[src/rtl/prcap_cfg_ctrl.sv]
// prcap_cfg_ctrl: configuration loader for a pseudo red cell cap row.
// The host streams one 4-bit code per column (column 0 first). Once every
// column is loaded, the controller runs SETUP / STROBE / HOLD to clock the
// codes into the cap row, then releases the array into RUN. In RUN the cap
// row data_in is fed from the logic-analyzer bus instead.
//
// Optional feature macro: PRCAP_CFG_READBACK_EN adds the cfg_shadow output,
// a copy of the configuration captured on every entry to RUN.
module prcap_cfg_ctrl #(
    parameter int BLOCKWIDTH = 8,
    parameter int CNTW       = 3
) (
    input  logic                    clk,
    input  logic                    reset_n,
    input  logic                    cfg_valid,
    input  logic [3:0]              cfg_nibble,
    output logic                    cfg_ready,
    input  logic                    cfg_abort,
    input  logic                    reconf_req,
    input  logic [4*BLOCKWIDTH-1:0] run_data,
    output logic                    arr_reset,
    output logic                    rconfclk,
    output logic [4*BLOCKWIDTH-1:0] arr_data_in,
`ifdef PRCAP_CFG_READBACK_EN
    output logic [4*BLOCKWIDTH-1:0] cfg_shadow,
`endif
    output logic                    cfg_done
);

    typedef enum logic [2:0] {
        ST_IDLE   = 3'd0,
        ST_LOAD   = 3'd1,
        ST_SETUP  = 3'd2,
        ST_STROBE = 3'd3,
        ST_HOLD   = 3'd4,
        ST_RUN    = 3'd5
    } state_t;

    localparam logic [CNTW-1:0] COL_LAST = CNTW'(BLOCKWIDTH - 1);

    state_t                  state_reg;
    state_t                  state_next;
    logic [CNTW-1:0]         col_cnt_reg;
    logic [CNTW-1:0]         col_cnt_next;
    logic                    wr_en;
    logic [4*BLOCKWIDTH-1:0] shift_reg;
    logic [4*BLOCKWIDTH-1:0] shift_next;
    logic                    cfg_ready_reg;
    logic                    rconfclk_reg;
    logic                    cfg_done_reg;
    logic                    arr_reset_reg;

    // State and column counter registers
    always_ff @(posedge clk) begin
        if (!reset_n) begin
            state_reg   <= ST_IDLE;
            col_cnt_reg <= '0;
        end else begin
            state_reg   <= state_next;
            col_cnt_reg <= col_cnt_next;
        end
    end

    // Next-state logic; abort beats a simultaneous handshake, which then writes nothing
    always_comb begin
        state_next   = state_reg;
        col_cnt_next = col_cnt_reg;
        wr_en        = 1'b0;
        case (state_reg)
            ST_IDLE: begin
                state_next = ST_LOAD;
            end
            ST_LOAD: begin
                if (cfg_abort) begin
                    state_next   = ST_IDLE;
                    col_cnt_next = '0;
                end else if (cfg_valid && cfg_ready_reg) begin
                    wr_en = 1'b1;
                    if (col_cnt_reg == COL_LAST) begin
                        state_next   = ST_SETUP;
                        col_cnt_next = '0;
                    end else begin
                        col_cnt_next = col_cnt_reg + 1'b1;
                    end
                end
            end
            ST_SETUP:  state_next = ST_STROBE;
            ST_STROBE: state_next = ST_HOLD;
            ST_HOLD:   state_next = ST_RUN;
            ST_RUN: begin
                if (reconf_req) begin
                    state_next = ST_LOAD;
                end
            end
            default: begin
                state_next   = ST_IDLE;
                col_cnt_next = '0;
            end
        endcase
    end

    // Per-column write steering: only the addressed slot takes the new nibble
    for (genvar gi = 0; gi < BLOCKWIDTH; gi++) begin : g_slot
        assign shift_next[4*gi +: 4] = (wr_en && (col_cnt_reg == CNTW'(gi)))
                                       ? cfg_nibble : shift_reg[4*gi +: 4];
    end

    // Configuration shift register; writes only happen in LOAD so it is stable through the strobe
    always_ff @(posedge clk) begin
        if (!reset_n) begin
            shift_reg <= '0;
        end else begin
            shift_reg <= shift_next;
        end
    end

    // Control outputs are registered from the next state so they line up with the state register
    always_ff @(posedge clk) begin
        if (!reset_n) begin
            cfg_ready_reg <= 1'b0;
            rconfclk_reg  <= 1'b0;
            cfg_done_reg  <= 1'b0;
            arr_reset_reg <= 1'b1;
        end else begin
            cfg_ready_reg <= (state_next == ST_LOAD);
            rconfclk_reg  <= (state_next == ST_STROBE);
            cfg_done_reg  <= (state_next == ST_RUN);
            arr_reset_reg <= (state_next != ST_RUN);
        end
    end

`ifdef PRCAP_CFG_READBACK_EN
    logic [4*BLOCKWIDTH-1:0] shadow_reg;

    // Snapshot of the configuration taken as the array enters RUN
    always_ff @(posedge clk) begin
        if (!reset_n) begin
            shadow_reg <= '0;
        end else if ((state_next == ST_RUN) && (state_reg != ST_RUN)) begin
            shadow_reg <= shift_reg;
        end
    end

    assign cfg_shadow = shadow_reg;
`endif

    assign cfg_ready   = cfg_ready_reg;
    assign rconfclk    = rconfclk_reg;
    assign cfg_done    = cfg_done_reg;
    assign arr_reset   = arr_reset_reg;
    assign arr_data_in = (state_reg == ST_RUN) ? run_data : shift_reg;

endmodule

[config.mk]
export PLATFORM = sky130hd
export DESIGN_NAME = prcap_cfg_ctrl
export DESIGN_NICKNAME = d
export VERILOG_FILES = /design/src/rtl/prcap_cfg_ctrl.sv
export SDC_FILE = /design/constraint.sdc
export NUM_CORES = 1
export LEC_CHECK = 0
export ABC_AREA = 1
export BUFFER_PORTS_ARGS = -buffer_cell sky130_fd_sc_hd__buf_2
export CAP_MARGIN = 20
export CORE_MARGIN = 2
export CORE_UTILIZATION = 35
export CTS_CLUSTER_SIZE = 30
export DETAILED_ROUTE_END_ITERATION = 10
export PLACE_DENSITY = 0.61
export SYNTH_ARGS = -nofsm -noshare
export SYNTH_HDL_FRONTEND = slang
export SYNTH_SLANG_ARGS = --single-unit
export TNS_END_PERCENT = 100
[constraint.sdc]
create_clock -name clk -period 2.5 [get_ports clk]
set_clock_uncertainty 0.1 [all_clocks]
set_input_delay 0.75 -clock clk [delete_from_list [all_inputs] [get_ports clk]]
set_output_delay 0.75 -clock clk [all_outputs]
set_load 0.01 [all_outputs]
==> impl_metrics.json, run 1 <==
{
  "hold_class": "reg -> reg",
  "hold_viol": 0,
  "p_leak_nw": 1.74,
  "grt_first_pass_wirelength_um": 8660,
  "rsz0062_at_grt": "false",
  "ctsHoldBuffers": 0,
  "start_util_pct": 36.5,
  "first_global_vias": 1973,
  "r2r_cells": 7,
  "hold_ws_ns": 0.390,
  "timing.rr.end": "shift_reg[29]",
  "ios": 77,
  "die_y_um": 88.4,
  "cts_root_buffer": "clkbuf_8",
  "drv_cap": 0,
  "syn_avg_cell_area_um2": 6.94,
  "die_w_um": 88.4,
  "fin_crit_ns": 2.37,
  "grt_overflow": 0,
  "r2r-start": "state_reg[0]",
  "async_flop_share_pct": 0,
  "fp-row-count": 30,
  "final_area_um2": 3030,
  "synthCells": 359,
  "start_kind": "register",
  "gp_congestion": 0.782,
  "clock_path_buffers": 2,
  "htreeDepth": 2,
  "hpwlAfterDp_um": 3870,
  "place_ws_ns": 0.297,
  "drt-vias-per-instance": 4.30,
  "coreArea_um2": 6830,
  "synth-edff-count": 0,
  "status": "completed",
  "dr.pass1.iters": 5,
  "placed_area_um2": 2890,
  "fin_ws_ns": 0.134,
  "die-area_um2": 7810,
  "max_freq_mhz": 423,
  "critPathRequiredTime_ns": 1.65,
  "clock_latency_ns": 0.30,
  "syn-cell-area_um2": 2490,
  "synth_seq_cells": 42,
  "layout.nets": 479,
  "end_kind": "primary output",
  "fin_crit_sh_pct": 94.6,
  "final_cell_mix": "nor2_1 (104), nand2_1 (84), buf_2 (76), dfxtp_1 (41), inv_1 (40)",
  "vias": 2275,
  "drt-initial-drc-count": 92,
  "setup_tns_ns": 0,
  "fillCellCount": 724,
  "arrival_ns": 1.52,
  "p_per_area_nw_per_um2": 427,
  "drive_gt1_share_pct": 31.4,
  "register_area_um2": 842,
  "n_antenna_cell": 0,
  "irDropWorstVdd_mv": 0.168,
  "cpMaxStageDelayCell": "dfxtp_1",
  "drv_slew": 0,
  "crit_family": "flip-flops",
  "globalRouteTotalUtil_pct": 14.1,
  "port_buffers": 76,
  "holdPathStages": 2,
  "ant_nets": 0,
  "worst-path-buf-inv": 2,
  "grt_max_degree": 61,
  "worstPathMaxFanout": 15,
  "rrSetupSlack_ns": 0.67,
  "setup_viol": 0,
  "critical_path_class": "reg -> out",
  "largest_reg_flops": 32,
  "tightest_slew_ns": 0.403,
  "cts_inserted_buffers": 5,
  "antenna_found_initial": 0,
  "yosysSeqAreaShare_pct": 33.7,
  "holdCritStartpoint": "shift_reg[30]",
  "hold_end": "shift_reg[30]",
  "syn_nets": 406,
  "layout_commonest_cell": "nor2_1",
  "drc": 0,
  "cp_slowest_stage_delay_ns": 0.41,
  "wl_per_cell_um": 11.2,
  "syn_to_final_growth_pct": 21.5,
  "slew-limit-headroom_pct": 73.0,
  "path_cells": "nand2_2 > inv_4 > nand2_4 > a21oi_2 > buf_2",
  "clk_pin_slew_ns": 0.08,
  "clock_sinks": 42,
  "cts_tree": "built",
  "yosysWarnings": 0,
  "multiInputGateArea_um2": 1410,
  "ys.flop_type": "dfxtp_1",
  "p_total_mw": 1.29,
  "wl_um": 5930,
  "netlist-cell-type-count": 24
}
## layout make-up
class	count	area share, %
multi-input cells	262	46.6
flip-flops and latches	42	27.8
repair buffers	79	13.3
inverters	42	5.29
well taps	96	3.97
clock buffers	5	2.27
clock inverters	3	0.785
## report_power, final
part | internal (mW) | leakage (nW) | total, mW | switching [mW]
registers | 0.679 | 0.340 | 0.693 | 0.0143
clock network | 0.200 | 0.0408 | 0.455 | 0.255
logic | 0.0608 | 1.36 | 0.146 | 0.0855
## per-layer routing
layer  up-vias  track usage (%)  part of all wire, %
met1       985             17.7                   47
met3         5             3.26                  4.7
li1       1234                -                    -
met5         -                0                    0
met4         0             4.55                  1.2
met2        51             24.1                   47
## cells in the mapped netlist (5+ instances only)
| cell | count | share of area, % |
|---|---|---|
| a21oi_1 | 5 | 1.0 |
| a21oi_2 | 28 | 9.8 |
| buf_6 | 5 | 2.3 |
| dfxtp_1 | 42 | 34 |
| ha_1 | 6 | 3.0 |
| inv_1 | 40 | 6.0 |
| nand2_1 | 84 | 13 |
| nand3_1 | 11 | 2.2 |
| nand3b_4 | 6 | 4.8 |
| nor2_1 | 105 | 16 |
## repair_timing
item,4_1_cts,5_1_grt
endpoints found under the setup margin,1,32
pin swaps,0,1
gates resized for setup,1,4
setup buffers,0,0
gates cloned,0,3
## worst register-to-register path: cells and delay by family, from the launching register on
kind / cells / cell delay, ns
buffers and inverters: 2 / 0.41
flip-flops: 1 / 0.55
AND/OR/NAND/NOR: 5 / 0.72
## worst max path at each step
stage	start	endpoint	slack [ns]	depth (start not counted)
after floorplan	state_reg[1]	arr_data_in[0]	0.54	7
after global placement	state_reg[2]	arr_data_in[23]	0.33	6
after detailed placement	state_reg[2]	arr_data_in[23]	0.30	6
after CTS	state_reg[2]	arr_data_in[23]	-0.004	6
after global routing	state_reg[2]	arr_data_in[23]	0.01	5
final	state_reg[2]	arr_data_in[19]	0.13	5
## through the flow
step | std cells | util [%]
detailed placement | 518 | 42.3
CTS | 526 | 43.6
floorplan | 359 | -
finish | 529 | 44.3
global placement | 518 | 42.3
global route | 529 | 44.3
## kinds of logic after synthesis
| logic type | Yosys count | synth area share [%] |
|---|---|---|
| DFF | 42 | 33.7 |
| and+or+nand+nor | 215 | 39.9 |
| AOI/OAI and AO/OA | 38 | 11.8 |
| adders and majority gates | 6 | 3.01 |
| buffers and inverters | 58 | 11.5 |
Power figures use the tool's default switching activity.
==> inputs of run 2 (changes only) <==
--- a/config.mk
+++ b/config.mk
@@ -12,6 +12,7 @@
 export CORE_UTILIZATION = 35
 export CTS_CLUSTER_SIZE = 30
 export DETAILED_ROUTE_END_ITERATION = 10
+export GPL_TIMING_DRIVEN = 0
 export PLACE_DENSITY = 0.61
 export SYNTH_ARGS = -nofsm -noshare
 export SYNTH_HDL_FRONTEND = slang
==> run 2 against run 1 <==
Register-to-register slack gained 0.38 ns; utilization is 1.2 points higher; non-clock buffer count is 8 higher; critical path depth grew 3; largest cell class unchanged; final area up 2.6%; setup slack lost 0.020 ns; combinational power grew 5%.
==> impl_metrics.json, run 2 (synthesis gave the netlist of run 1 again) <==
{
  "switching_power_uw": 349,
  "clk_pin_slew_ns": 0.08,
  "clock_latency_ns": 0.30,
  "max_freq_mhz": 419,
  "cts_root_buffer": "clkbuf_8",
  "tightest_slew_ns": 0.556,
  "drt-initial-drc-count": 131,
  "use_met3_pct": 2.89,
  "timing.rr.end": "col_cnt_reg[0]",
  "fin_crit_sh_pct": 95.4,
  "gp_congestion": 0.758,
  "hpwlAfterDp_um": 4350,
  "syn_to_final_growth_pct": 24.6,
  "die_w_um": 88.4,
  "dr.pass1.iters": 4,
  "vias": 2331,
  "use_met1_pct": 18.8,
  "seqPwrFrac_pct": 46.0,
  "hold_class": "reg -> reg",
  "largest_reg_flops": 32,
  "start_kind": "register",
  "switching_share_pct": 23.4,
  "clock_path_buffers": 2,
  "clock_sinks": 42,
  "r2r-start": "col_cnt_reg[0]",
  "cts_inserted_buffers": 5,
  "rrSetupSlack_ns": 1.05,
  "layout.nets": 484,
  "cts_tree": "built",
  "ios": 77,
  "start_util_pct": 36.5,
  "end_kind": "primary output",
  "drv_slew": 0,
  "worstPathMaxFanout": 10,
  "ant_nets": 0,
  "hold_viol": 0,
  "grt_first_pass_wirelength_um": 9380,
  "first_global_vias": 2068,
  "globalRouteTotalUtil_pct": 15.4,
  "p_leak_nw": 1.77,
  "final_cell_mix": "nor2_1 (105), nand2_1 (84), buf_2 (71), dfxtp_1 (41), inv_1 (40)",
  "grt_max_degree": 15,
  "htreeDepth": 2,
  "drt-vias-per-instance": 4.37,
  "layout_commonest_cell": "nor2_1",
  "die_y_um": 88.4,
  "rsz0062_at_grt": "false",
  "drive_gt1_share_pct": 30.1,
  "placed_area_um2": 2970,
  "die-area_um2": 7810,
  "coreArea_um2": 6830,
  "final_area_um2": 3110,
  "grt_overflow": 0,
  "crit_end": "arr_data_in[23]",
  "critPathLaunch": "state_reg[1]",
  "r2r_cells": 9,
  "p_per_area_nw_per_um2": 480,
  "pwr-share-clk_pct": 43.8,
  "setup_tns_ns": 0,
  "fp-row-count": 30,
  "drc": 0,
  "critPathRequiredTime_ns": 1.65,
  "hold_ws_ns": 0.395,
  "wl_per_cell_um": 10.6,
  "use_met2_pct": 27.3,
  "port_buffers": 71,
  "arrival_ns": 1.54,
  "drv_cap": 0,
  "p_comb_share_pct": 10.3,
  "critical_path_class": "reg -> out",
  "top_usage_layer": "met2",
  "slew-limit-headroom_pct": 62.9,
  "fin_crit_ns": 2.39,
  "antenna_found_initial": 0,
  "n_antenna_cell": 0,
  "setup_viol": 0,
  "status": "completed",
  "post-cts-setup-buffer-count": 0,
  "wl_um": 5660,
  "fillCellCount": 748,
  "p_int_mw": 1.14,
  "irDropWorstVdd_mv": 0.224
}
[run 2: cell count changes in the layout (fill, tap and decap cells not counted), sizes merged]
| cell | delta |
|---|---|
| clkinvlp | -2 |
| bufinv | +2 |
| clkbuf | +4 |
| inv | -1 |
| nand2 | -3 |
| buf | +4 |
| clkinv | +1 |
[run 2: power groups by stage]
stage	clock [mW]	sequential, mW	combinational (mW)
after floorplan	0	0.701	0.0988
after global placement	0	0.701	0.153
after detailed placement	0	0.701	0.155
after CTS	0.660	0.686	0.155
after global routing	0.691	0.687	0.173
final	0.652	0.685	0.153
[run 2: timing repair]
action,4_1_cts,5_1_grt
endpoints found under the setup margin,3,0
resized for setup,1,0
hold buffers,0,0
[run 2: worst max-delay path: stages, from the launching register on]
cell and delay [ns]:
dfxtp_2 0.44, inv_2 0.08, nand2_2 0.07, inv_2 0.08, nand2_8 0.10, buf_8 0.15
nor2_1 0.06, a21oi_2 0.11, buf_2 0.15
[run 2: area by class of cell]
| cell class | instances | area (µm²) | share of cell area (%) |
|---|---|---|---|
| clock inverters | 3 | 68.8 | 2.22 |
| plain buffers | 16 | 129 | 4.15 |
| flip-flops and latches | 42 | 842 | 27.1 |
| well taps | 96 | 120 | 3.87 |
| repair buffers | 71 | 355 | 11.4 |
| multi-input cells | 259 | 1370 | 43.9 |
| clock buffers | 5 | 68.8 | 2.22 |
| inverters | 42 | 158 | 5.07 |
[run 2: worst min path at each step]
stage,startpoint,endpoint,slack [ns],cells past startpoint
6_report,shift_reg[31],shift_reg[31],0.39,2
3_3_place_gp,shift_reg[31],shift_reg[31],0.37,2
4_1_cts,shift_reg[29],shift_reg[29],0.40,2
5_1_grt,shift_reg[31],shift_reg[31],0.42,2
2_1_floorplan,shift_reg[28],shift_reg[28],0.36,2
3_5_place_dp,shift_reg[28],shift_reg[28],0.38,2
[run 2: per-layer routing]
metal | vias up | routed length (µm)
li1 | 1241 | -
met2 | 47 | 2790
met4 | 0 | 72
met5 | - | 0
met3 | 7 | 252
met1 | 1036 | 2550
[run 2: per-stage QoR]
step	setup WS, ns	total power, mW	cells	util [%]
floorplan	0.538	0.799	359	-
global placement	0.292	0.854	526	43.4
detailed placement	0.284	0.856	526	43.4
CTS	0.0811	1.50	534	45.5
global route	0.00948	1.55	534	45.5
finish	0.114	1.49	534	45.5
==> inputs of run 3 (changes only) <==
--- a/config.mk
+++ b/config.mk
@@ -13,7 +13,9 @@
 export CTS_CLUSTER_SIZE = 30
 export DETAILED_ROUTE_END_ITERATION = 10
 export GPL_TIMING_DRIVEN = 0
+export HOLD_SLACK_MARGIN = 0.03
 export PLACE_DENSITY = 0.61
+export SETUP_SLACK_MARGIN = 0.15
 export SYNTH_ARGS = -nofsm -noshare
 export SYNTH_HDL_FRONTEND = slang
 export SYNTH_SLANG_ARGS = --single-unit
==> run 3 against run 2 <==
Via count hardly changed; non-clock buffer count is 2 higher; largest power group unchanged; global-route usage is 0.31 points higher; critical endpoint is now arr_data_in[4]; cell count is 0.37% higher; wire length is 2.5% higher; largest cell class unchanged; highest routed layer unchanged.
==> impl_metrics.json, run 3 (synthesis gave the netlist of run 1 again) <==
{
  "slew-limit-headroom_pct": 62.2,
  "hold_ws_ns": 0.396,
  "register_area_um2": 846,
  "cp_slowest_stage_delay_ns": 0.35,
  "n_antenna_cell": 0,
  "layout_commonest_cell": "nor2_1",
  "p_total_mw": 1.49,
  "hold_class": "reg -> reg",
  "ctsHoldBuffers": 0,
  "holdPathStages": 2,
  "drt-initial-drc-count": 139,
  "fin_crit_sh_pct": 90.9,
  "status": "completed",
  "r2r_cells": 9,
  "p_leak_nw": 1.78,
  "fillCellCount": 745,
  "arrival_ns": 1.42,
  "grt_overflow": 0,
  "start_util_pct": 36.5,
  "start_kind": "register",
  "hold_end": "shift_reg[31]",
  "rrSetupSlack_ns": 1.05,
  "cts_inserted_buffers": 5,
  "die_y_um": 88.4,
  "cpMaxStageDelayCell": "dfxtp_4",
  "drc": 0,
  "vias": 2332,
  "path_cells": "inv_2 > nand2_2 > inv_4 > nand2_8 > buf_6 > nor2_1 > a21oi_2 > buf_2",
  "largest_reg_flops": 32,
  "r2r-start": "col_cnt_reg[0]",
  "ios": 77,
  "setup_viol": 0,
  "holdCritStartpoint": "shift_reg[31]",
  "drv_cap": 0,
  "multiInputGateArea_um2": 1380,
  "dr.pass1.iters": 5,
  "fin_crit_ns": 2.27,
  "globalRouteTotalUtil_pct": 15.7,
  "critPathRequiredTime_ns": 1.65,
  "end_kind": "primary output",
  "die_w_um": 88.4,
  "hold_viol": 0,
  "layout.nets": 486,
  "placed_area_um2": 2970,
  "htreeDepth": 2,
  "max_freq_mhz": 440,
  "clock_path_buffers": 2,
  "final_cell_mix": "nor2_1 (101), nand2_1 (84), buf_2 (71), inv_1 (40), dfxtp_1 (40)",
  "ant_nets": 0,
  "first_global_vias": 2088,
  "critical_path_class": "reg -> out",
  "drv_slew": 0,
  "antenna_found_initial": 0,
  "tightest_slew_ns": 0.568,
  "clock_latency_ns": 0.30,
  "final_area_um2": 3140,
  "drive_gt1_share_pct": 31.6,
  "gp_congestion": 0.758,
  "timing.rr.end": "col_cnt_reg[0]",
  "syn_to_final_growth_pct": 25.9,
  "grt_max_degree": 15,
  "port_buffers": 71,
  "drt-vias-per-instance": 4.35,
  "clk_pin_slew_ns": 0.08,
  "irDropWorstVdd_mv": 0.225,
  "wl_um": 5800,
  "worstPathMaxFanout": 10,
  "hpwlAfterDp_um": 4350,
  "p_per_area_nw_per_um2": 476,
  "cts_tree": "built",
  "wl_per_cell_um": 10.8,
  "cts_root_buffer": "clkbuf_8",
  "fp-row-count": 30,
  "coreArea_um2": 6830,
  "rsz0062_at_grt": "true",
  "die-area_um2": 7810,
  "setup_tns_ns": 0,
  "grt_first_pass_wirelength_um": 9530,
  "clock_sinks": 42
}
## run 3: cell types whose count changed in the layout (fill, tap and decap cells not counted), sizes merged
cell / previous run / this run
buf: 83 / 85
## run 3: final cells by class
type                    count  area share (%)
well taps                  96            3.83
inverters                  42            5.10
repair buffers             73            11.8
flip-flops and latches     42            27.0
plain buffers              16            4.11
multi-input cells         259            43.8
clock buffers               5            2.19
clock inverters             3            2.19
## run 3: what timing repair did
| item | in CTS | in global routing |
|---|---|---|
| gates cloned | 0 | 0 |
| setup buffers | 1 | 1 |
| resized for setup | 3 | 5 |
| setup endpoints to repair | 32 | 28 |
## run 3: through the flow
stage	utilization, %	cells	setup WS [ns]
6_report	45.9	536	0.227
5_1_grt	45.9	536	0.132
4_1_cts	45.7	535	0.164
3_5_place_dp	43.4	526	0.284
3_3_place_gp	43.4	526	0.292
2_1_floorplan	-	359	0.538
## run 3: routing by layer
| metal | global-route usage (%) | wire (µm) | vias to the layer above |
|---|---|---|---|
| met5 | 0 | 0 | - |
| met4 | 4.96 | 72 | 0 |
| met3 | 2.89 | 276 | 7 |
| met2 | 28.2 | 2840 | 49 |
| met1 | 18.9 | 2610 | 1032 |
| li1 | - | - | 1244 |
## run 3: worst max path at each step
stage / slack, ns / startpoint / to
after floorplan: 0.54 / state_reg[1] / arr_data_in[0]
after global placement: 0.29 / state_reg[1] / arr_data_in[23]
after detailed placement: 0.28 / state_reg[1] / arr_data_in[23]
after CTS: 0.16 / state_reg[2] / arr_data_in[23]
after global routing: 0.13 / state_reg[1] / arr_data_in[4]
final: 0.23 / state_reg[1] / arr_data_in[4]
## run 3: critical path: cells and delay by family (launching register included)
kind / cells / cell delay (ns)
buffers and inverters: 4 / 0.44
and+or+nand+nor: 3 / 0.29
AOI/OAI and AO/OA: 1 / 0.04
DFF: 1 / 0.35
## run 3: report_power, final
part | total, mW | switching [mW] | internal (mW)
Sequential | 0.684 | 0.00721 | 0.677
Combinational | 0.154 | 0.0908 | 0.0634
Clock | 0.656 | 0.256 | 0.400
